## src/rtl/dla_platform_reset_pkg.sv

```systemverilog
// Shared types for the platform reset sequencer: FSM state encoding,
// reset-count width and the saturating increment used for the count.
package dla_platform_reset_pkg;

  typedef enum logic [1:0] {
    WAIT_LOCK = 2'd0,
    HOLD      = 2'd1,
    RELEASE   = 2'd2,
    RUN       = 2'd3
  } reset_seq_state_t;

  localparam int RESET_COUNT_WIDTH = 8;

  function automatic logic [RESET_COUNT_WIDTH-1:0] sat_inc(
    input logic [RESET_COUNT_WIDTH-1:0] value
  );
    return (&value) ? value : value + RESET_COUNT_WIDTH'(1);
  endfunction

endpackage

```

## src/rtl/dla_platform_reset_lock_debounce.sv

```systemverilog
// Counts consecutive cycles of PLL lock; o_lock_stable is high on the cycle
// whose edge completes LOCK_STABLE_CYCLES consecutive locked samples.
module dla_platform_reset_lock_debounce #(
  parameter int LOCK_STABLE_CYCLES = 256
) (
  input  logic clk,
  input  logic i_resetn,
  input  logic i_pll_locked,
  output logic o_lock_stable
);

  localparam int CW = $clog2(LOCK_STABLE_CYCLES + 1);
  localparam logic [CW-1:0] LOCK_LAST = CW'(LOCK_STABLE_CYCLES - 1);
  localparam logic [CW-1:0] LOCK_FULL = CW'(LOCK_STABLE_CYCLES);

  logic [CW-1:0] lock_cnt_q, lock_cnt_d;

  always_comb begin
    lock_cnt_d = lock_cnt_q;
    if (!i_pll_locked) begin
      lock_cnt_d = '0;
    end else if (lock_cnt_q != LOCK_FULL) begin
      lock_cnt_d = lock_cnt_q + CW'(1);
    end
  end

  always_ff @(posedge clk) begin
    if (!i_resetn) begin
      lock_cnt_q <= '0;
    end else begin
      lock_cnt_q <= lock_cnt_d;
    end
  end

  // Stable as soon as the current locked sample is the Nth in a row.
  assign o_lock_stable = i_pll_locked && (lock_cnt_q >= LOCK_LAST);

endmodule

```

## src/rtl/dla_platform_reset_sequencer.sv

```systemverilog
// Platform reset sequencer: waits for stable PLL lock, holds the combined
// reset for a fixed width, releases it and confirms all domains are out.
//
//   state     | meaning
//   WAIT_LOCK | reset asserted, waiting for a stable lock run
//   HOLD      | reset asserted for exactly MIN_ASSERT_CYCLES
//   RELEASE   | reset released, waiting for every domain (or timeout)
//   RUN       | all domains out of reset, accepting software requests
module dla_platform_reset_sequencer
  import dla_platform_reset_pkg::*;
#(
  parameter int NUM_DOMAINS            = 2,
  parameter int LOCK_STABLE_CYCLES     = 256,
  parameter int MIN_ASSERT_CYCLES      = 16,
  parameter int RELEASE_TIMEOUT_CYCLES = 4096
) (
  input  logic                         clk,
  input  logic                         i_resetn,
  input  logic                         i_pll_locked,
  input  logic                         i_sw_reset_req,
  input  logic [NUM_DOMAINS-1:0]       i_domain_resetn,
  output logic                         o_resetn_combined,
  output logic                         o_reset_done,
  output logic                         o_release_timeout,
  output logic [RESET_COUNT_WIDTH-1:0] o_reset_count
);

  localparam int HOLD_W = $clog2(MIN_ASSERT_CYCLES + 1);
  localparam int TMO_W  = $clog2(RELEASE_TIMEOUT_CYCLES + 1);
  localparam int CNT_W  = (HOLD_W > TMO_W) ? HOLD_W : TMO_W;
  localparam logic [CNT_W-1:0] HOLD_LOAD = CNT_W'(MIN_ASSERT_CYCLES - 1);
  localparam logic [CNT_W-1:0] TMO_LOAD  = CNT_W'(RELEASE_TIMEOUT_CYCLES - 1);

  reset_seq_state_t               state_q, state_d;
  logic [CNT_W-1:0]               cnt_q, cnt_d;
  logic                           resetn_q, resetn_d;
  logic                           done_q, done_d;
  logic                           tmo_q, tmo_d;
  logic [RESET_COUNT_WIDTH-1:0]   count_q, count_d;
  logic                           lock_stable;
  logic                           domains_up;

  dla_platform_reset_lock_debounce #(
    .LOCK_STABLE_CYCLES(LOCK_STABLE_CYCLES)
  ) u_lock_debounce (
    .clk          (clk),
    .i_resetn     (i_resetn),
    .i_pll_locked (i_pll_locked),
    .o_lock_stable(lock_stable)
  );

  assign domains_up = &i_domain_resetn;

  // cnt_q is a shared down-counter: hold width in HOLD, timeout in RELEASE.
  always_comb begin
    state_d = state_q;
    cnt_d   = cnt_q;
    tmo_d   = tmo_q;
    count_d = count_q;
    unique case (state_q)
      WAIT_LOCK: begin
        if (lock_stable) begin
          state_d = HOLD;
          cnt_d   = HOLD_LOAD;
          count_d = sat_inc(count_q);
        end
      end
      HOLD: begin
        if (!i_pll_locked) begin
          state_d = WAIT_LOCK;
          cnt_d   = '0;
        end else if (cnt_q == '0) begin
          state_d = RELEASE;
          cnt_d   = TMO_LOAD;
        end else begin
          cnt_d = cnt_q - CNT_W'(1);
        end
      end
      RELEASE: begin
        if (!i_pll_locked) begin
          state_d = WAIT_LOCK;
          cnt_d   = '0;
        end else if (domains_up) begin
          state_d = RUN;
          cnt_d   = '0;
        end else if (cnt_q == '0) begin
          state_d = RUN;
          cnt_d   = '0;
          tmo_d   = 1'b1;
        end else begin
          cnt_d = cnt_q - CNT_W'(1);
        end
      end
      RUN: begin
        // Lock loss wins over a simultaneous software request.
        if (!i_pll_locked) begin
          state_d = WAIT_LOCK;
        end else if (i_sw_reset_req) begin
          state_d = HOLD;
          cnt_d   = HOLD_LOAD;
          tmo_d   = 1'b0;
          count_d = sat_inc(count_q);
        end
      end
      default: begin
        state_d = WAIT_LOCK;
        cnt_d   = '0;
      end
    endcase
    resetn_d = (state_d == RELEASE) || (state_d == RUN);
    done_d   = (state_d == RUN);
  end

  always_ff @(posedge clk) begin
    if (!i_resetn) begin
      state_q  <= WAIT_LOCK;
      cnt_q    <= '0;
      resetn_q <= 1'b0;
      done_q   <= 1'b0;
      tmo_q    <= 1'b0;
      count_q  <= '0;
    end else begin
      state_q  <= state_d;
      cnt_q    <= cnt_d;
      resetn_q <= resetn_d;
      done_q   <= done_d;
      tmo_q    <= tmo_d;
      count_q  <= count_d;
    end
  end

  assign o_resetn_combined = resetn_q;
  assign o_reset_done      = done_q;
  assign o_release_timeout = tmo_q;
  assign o_reset_count     = count_q;

endmodule
```

## config.mk

```make
export PLATFORM = sky130hd
export DESIGN_NAME = dla_platform_reset_sequencer
export DESIGN_NICKNAME = d
export VERILOG_FILES = /design/src/rtl/dla_platform_reset_pkg.sv /design/src/rtl/dla_platform_reset_lock_debounce.sv /design/src/rtl/dla_platform_reset_sequencer.sv
export SDC_FILE = /design/constraint.sdc
export NUM_CORES = 1
export LEC_CHECK = 0
export ABC_AREA = 1
export CORE_ASPECT_RATIO = 0.8
export CORE_MARGIN = 1
export CORE_UTILIZATION = 50
export CTS_CLUSTER_DIAMETER = 200
export CTS_CLUSTER_SIZE = 25
export DETAILED_ROUTE_END_ITERATION = 10
export PLACE_DENSITY = 0.75
export SETUP_SLACK_MARGIN = 0.1
export SYNTH_ARGS = -nofsm -noshare
export SYNTH_HDL_FRONTEND = slang
export SYNTH_SLANG_ARGS = --single-unit
```

## constraint.sdc

```tcl
create_clock -name clk -period 3.8 [get_ports clk]
set_input_delay 0.38 -clock clk [delete_from_list [all_inputs] [get_ports clk]]
set_output_delay 0.38 -clock clk [all_outputs]
set_load 0.02 [all_outputs]
```

; Yosys cells after proc, flatten, opt, wreduce, memory -nomap -nowiden
; Index checks and enable logic that the tools add are counted.
[totals]
out_inout_bits = 11
wordCells = 64
input_bits = 6
ff_bits = 35
[op_classes]
order_cmp = 1
add_sub_neg = 3
reduce_logical = 12
mux = 29
n_eq_ne = 12
[ops]
columns = cell, count
row1 = $mux 13, 8
row2 = $pmux 13 s4, 1
row3 = $mux 8, 4
row4 = $mux 2, 8
row5 = $pmux 8 s2, 1
row6 = $logic_not 13->1, 1
row7 = $sub 13x1->13 const B, 1
row8 = $ne 2x2->1 const B, 6
row9 = $add 9x1->9 const B, 1
row10 = $ge 9x8->1 const B, 1
row11 = $ne 9x9->1 const B, 1
row12 = $add 8x1->8 const B, 1
row13 = $eq 2x2->1 const B, 4
row14 = $pmux 2 s4, 1
row15 = $reduce_and 8->1, 1
row16 = $reduce_and 6->1, 1
row17 = $mux 1, 5
row18 = $reduce_and 2->1, 2
row19 = $reduce_and 4->1, 1
row20 = $reduce_bool 2->1, 2
row21 = $reduce_and 3->1, 1
row22 = $eq 2x1->1 const B, 1
row23 = $logic_not 2->1, 1
row24 = $pmux 1 s2, 1
row25 = other kinds (2), 2

; Logic depth before layout (Yosys ltp)
[depth]
word_depth = 7
depth_mapped = 14
ltp_nobuf = 14

; Modules after synthesis
; Synthesis repeated with hierarchy kept, for this count alone.
[unflattened]
cells_unflattened = 325
area_unflattened_um2 = 2177.1
[modules_own_cells]
columns = mod, cells_per_inst, area_each_um2, instances, seq_area_each_um2
row1 = dla_platform_reset_sequencer, 251, 1687.9, 1, 500.5
row2 = dla_platform_reset_lock_debounce, 74, 489.2, 1, 180.2

; Worst setup path before layout
; OpenSTA, ideal clock, no wires.
[synth_path]
path_type = register to register
startpoint = register u_lock_debounce.lock_cnt_q[0]
endpoint = register cnt_q[12]
required_time_ns = 3.672
path_buffers = 1
path_stages_with_launch = 15
setup_time_ns = 0.128
slack_ns = 1.967
arrival_ns = 1.705
period_less_slack_ns = 1.833
cell_sequence = dfxtp_1 > ha_1 > nand2_1 > inv_1 > nand4_1 > nor3_1 > ha_1 > nor2_1 > nand2_2 > nand2_4 > a21oi_4 > buf_6 > nand2_1 > o21ai_0 > nor2_1
[synth_between]
elab_chain_cells = 4
[synth_rtl]
columns = item, line
row1 = "start, declared", dla_platform_reset_lock_debounce.sv:16  ; logic [CW-1:0] lock_cnt_q, lock_cnt_d;
row2 = "start signal, assigned", dla_platform_reset_lock_debounce.sv:31  ; lock_cnt_q <= lock_cnt_d;
row3 = $ge 9x8->1, dla_platform_reset_lock_debounce.sv:36  ; assign o_lock_stable = i_pll_locked && (lock_cnt_q >= LOCK_LAST);
row4 = $logic_and 1x1->1, dla_platform_reset_lock_debounce.sv:36
row5 = $ne 2x2->1 (no line), n/a
row6 = $reduce_and 3->1 (no line), n/a
row7 = "end signal, assigned", dla_platform_reset_sequencer.sv:124  ; cnt_q <= cnt_d;
row8 = "end, declared", dla_platform_reset_sequencer.sv:35  ; logic [CNT_W-1:0] cnt_q, cnt_d;
; No other way between the ends.
; A chain may end at the register's enable or synchronous reset.

; Worst setup path in the final report
[layout_path]
startpoint = register u_lock_debounce.lock_cnt_q[0]
endpoint = register cnt_q[3]
; Same word-level chain as after synthesis.

==> flow_summary.toml <==
[run_status]
status = "completed"

[worst_setup_path]
crit_fanout = 15
critPathRequiredTime_ps = 3970
cpMaxStageDelayCell = "dfxtp_1"
crit_chain = "ha_1 > nand2_1 > inv_1 > nand4_1 > nor3_1 > ha_1 > nor2_1 > nand2_2 > nand2_4 > a21oi_4 > nand2_1 > nor2_1 > a21oi_1"
crit_type = "reg2reg"
arrival_ps = 2350
cp-start-kind = "flip-flop"
cp-end-kind = "flip-flop"
max_stage_delay_ps = 400

[yosys]
syn_area_per_cell_sq_um = 6.80
synth_flop_cell = "dfxtp_1"
ys_seq_elements = 35
synth_warnings = 0
synth_edf_count = 0
async_reset_ff_share_pct = 0
synth_cells = 319
yosysSeqAreaShare_pct = 32.3
synth_cell_type_count = 27
syn-cell-area_sq_um = 2170
syn_nets = 336

[global_route]
grt_pass1_wl_mm = 7.94
antenna_found_initial = 0
grt_pass1_vias = 1771
grt_max_degree = 21
gr-total-overflow = 0
track_usage_pct = 23.2

[power]
switchingPower_uw = 628
power.internal_uw = 790
combPwrFrac_pct = 49.1
seq_power_share_pct = 31.6
powerDensity_nw_per_um2 = 580
p_clk_share_pct = 19.3
leakagePower_nw = 1.04
p_sw_share_pct = 44.3
ir_worst_vdd_v = 0.000310
total_power_mw = 1.42

[layout]
syn_to_final_growth_pct = 12.8
multi_input_area_sq_um = 1280
nFillCells = 400
antenna_cells = 0
drive_gt1_share_pct = 6.82
final_area_sq_um = 2450
fin_util_pct = 58.6
regArea_sq_um = 701
final_cell_mix = "78 x nand2_1, 41 x nor2_1, 38 x inv_1"
layout.nets = 354
final_common_cell = "nand2_1"

[route]
postRouteWirelength_mm = 4.79
dr_wl_met2_mm = 1.96
viasPerCell = 5.13
avgRoutedWirePerCell_um = 12.2
routed-via-count = 2022
wl_met3_um = 325
drtAntennaViolNets = 0
dr.pass1.iters = 5
met1_length_mm = 2.46
drc = 0
drt_iter0_drc = 140
top_layer_used = "met4"

[clock_network]
cts_tree = "built"
root_buffer = "clkbuf_8"
cts.sink_count = 35
clkLatencyLatePin_ps = 280
post_cts_resized = 0
htreeDepth = 2
cts_max_path_buffers = 2
cts.clk_slew.worst_paths_ps = 70
hold_buffers = 0
cts_buffers = 5
cts_setup_buffers = 0

[timing]
post-route-period-util_pct = 57.4
skew_ps = 8.19
maxSlewViolCount = 0
finalHoldWorstSlack_ps = 468
rsz0062_at_grt = "false"
max_slew_margin_pct = 57.3
tightest_slew_ps = 639
setup_tns_ps = 0
period_minus_slack_ps = 2180
finalHoldViolCount = 0
fmax_mhz = 459
finalSetupViolCount = 0

[floorplan]
core_sq_um = 4180
fp.dieH_um = 60.9
num_rows = 21
dieArea_sq_um = 4610
start_util_pct = 51.9
die_w_um = 75.6
io_pins = 17

[placement]
place_area_sq_um = 2360
dpl.hpwl_mm = 3.52
place.gp.congestion = 0.892
port-buffer-count = 16

[worst_hold_path]
hp-class = "reg2reg"

[flow_run]
cap_violations = 0
-- synth_stat cells (2+ instances only) --
cell type | count | area [sq um]
buf_6 | 3 | 33.8
xnor2_1 | 4 | 35.0
dfxtp_1 | 35 | 701
nand2_2 | 4 | 25.0
o21ai_1 | 2 | 10.0
nand2_4 | 2 | 22.5
nor3_1 | 4 | 20.0
nand2_1 | 78 | 293
ha_1 | 11 | 138
nor2_1 | 41 | 154
nor2_2 | 3 | 18.8
nand4_1 | 13 | 81.3
nand3b_1 | 3 | 22.5
clkbuf_1 | 2 | 7.51
a21oi_1 | 30 | 150
xor2_1 | 8 | 70.1
nand3_1 | 18 | 90.1
inv_1 | 38 | 143
o21ai_0 | 12 | 60.1
-- layout make-up --
cell class / instances / area share, %
clock inverter: 1 / 0.205
timing repair buffer: 16 / 6.55
inverter: 38 / 5.83
sequential: 35 / 28.6
multi-input combinational: 241 / 52.5
tap: 57 / 2.92
clock buffer: 6 / 3.38
-- flip-flops by register name, summed over array words and instances, names as in the netlist --
name / flops
state_q: 2
o_reset_done: 1
o_reset_count: 8
u_lock_debounce.lock_cnt_q: 9
o_release_timeout: 1
o_resetn_combined: 1
cnt_q: 13
-- worst paths after layout --
path / depth (start not counted) / to / start / slack [ps]
max: 13 / cnt_q[3]$_SDFFE_PN0P_ / u_lock_debounce.lock_cnt_q[0]$_SDFFE_PN0P_ / 1620
max reg2reg: 13 / cnt_q[3]$_SDFFE_PN0P_ / u_lock_debounce.lock_cnt_q[0]$_SDFFE_PN0P_ / 1620
min reg2reg: 2 / o_release_timeout$_SDFFE_PN0P_ / o_release_timeout$_SDFFE_PN0P_ / 470
min: 2 / o_release_timeout$_SDFFE_PN0P_ / o_release_timeout$_SDFFE_PN0P_ / 470
-- kinds of logic after synthesis --
kind of cell,after synthesis,synth area share (%)
DFF,35,32.3
xor gates and xnor gates,12,4.85
and+or+nand+nor,171,36.4
AOI/OAI and AO/OA,47,11.6
adders and majority gates,11,6.35
buffers and inverters,43,8.48
-- power by group through the flow --
stage | registers, mW | clock network (mW) | logic (mW)
finish | 0.448 | 0.274 | 0.696
global route | 0.454 | 0.294 | 0.788
CTS | 0.447 | 0.282 | 0.693
detailed placement | 0.455 | 0 | 0.687
global placement | 0.453 | 0 | 0.684
floorplan | 0.459 | 0 | 0.551
-- through the flow --
stage | std cells | setup slack, ps
3_5_place_dp | 387 | 1630
5_1_grt | 394 | 1290
4_1_cts | 394 | 1610
3_3_place_gp | 387 | 1700
6_report | 394 | 1620
2_1_floorplan | 319 | 1970
-- per-layer routing --
layer,GRT usage (%),up-vias
met3,5.15,2
li1,-,1065
met5,0,-
met2,35.1,51
met1,33.0,904
met4,7.67,0
-- worst max-delay path: cells and delay by family, from the launching register on --
kind	cells	cell delay, ps
simple gates	8	790
compound gates	2	420
flops	1	400
fa+ha+maj	2	360
buf+inv	1	90
Note: power is estimated with default switching activity, not from simulation.
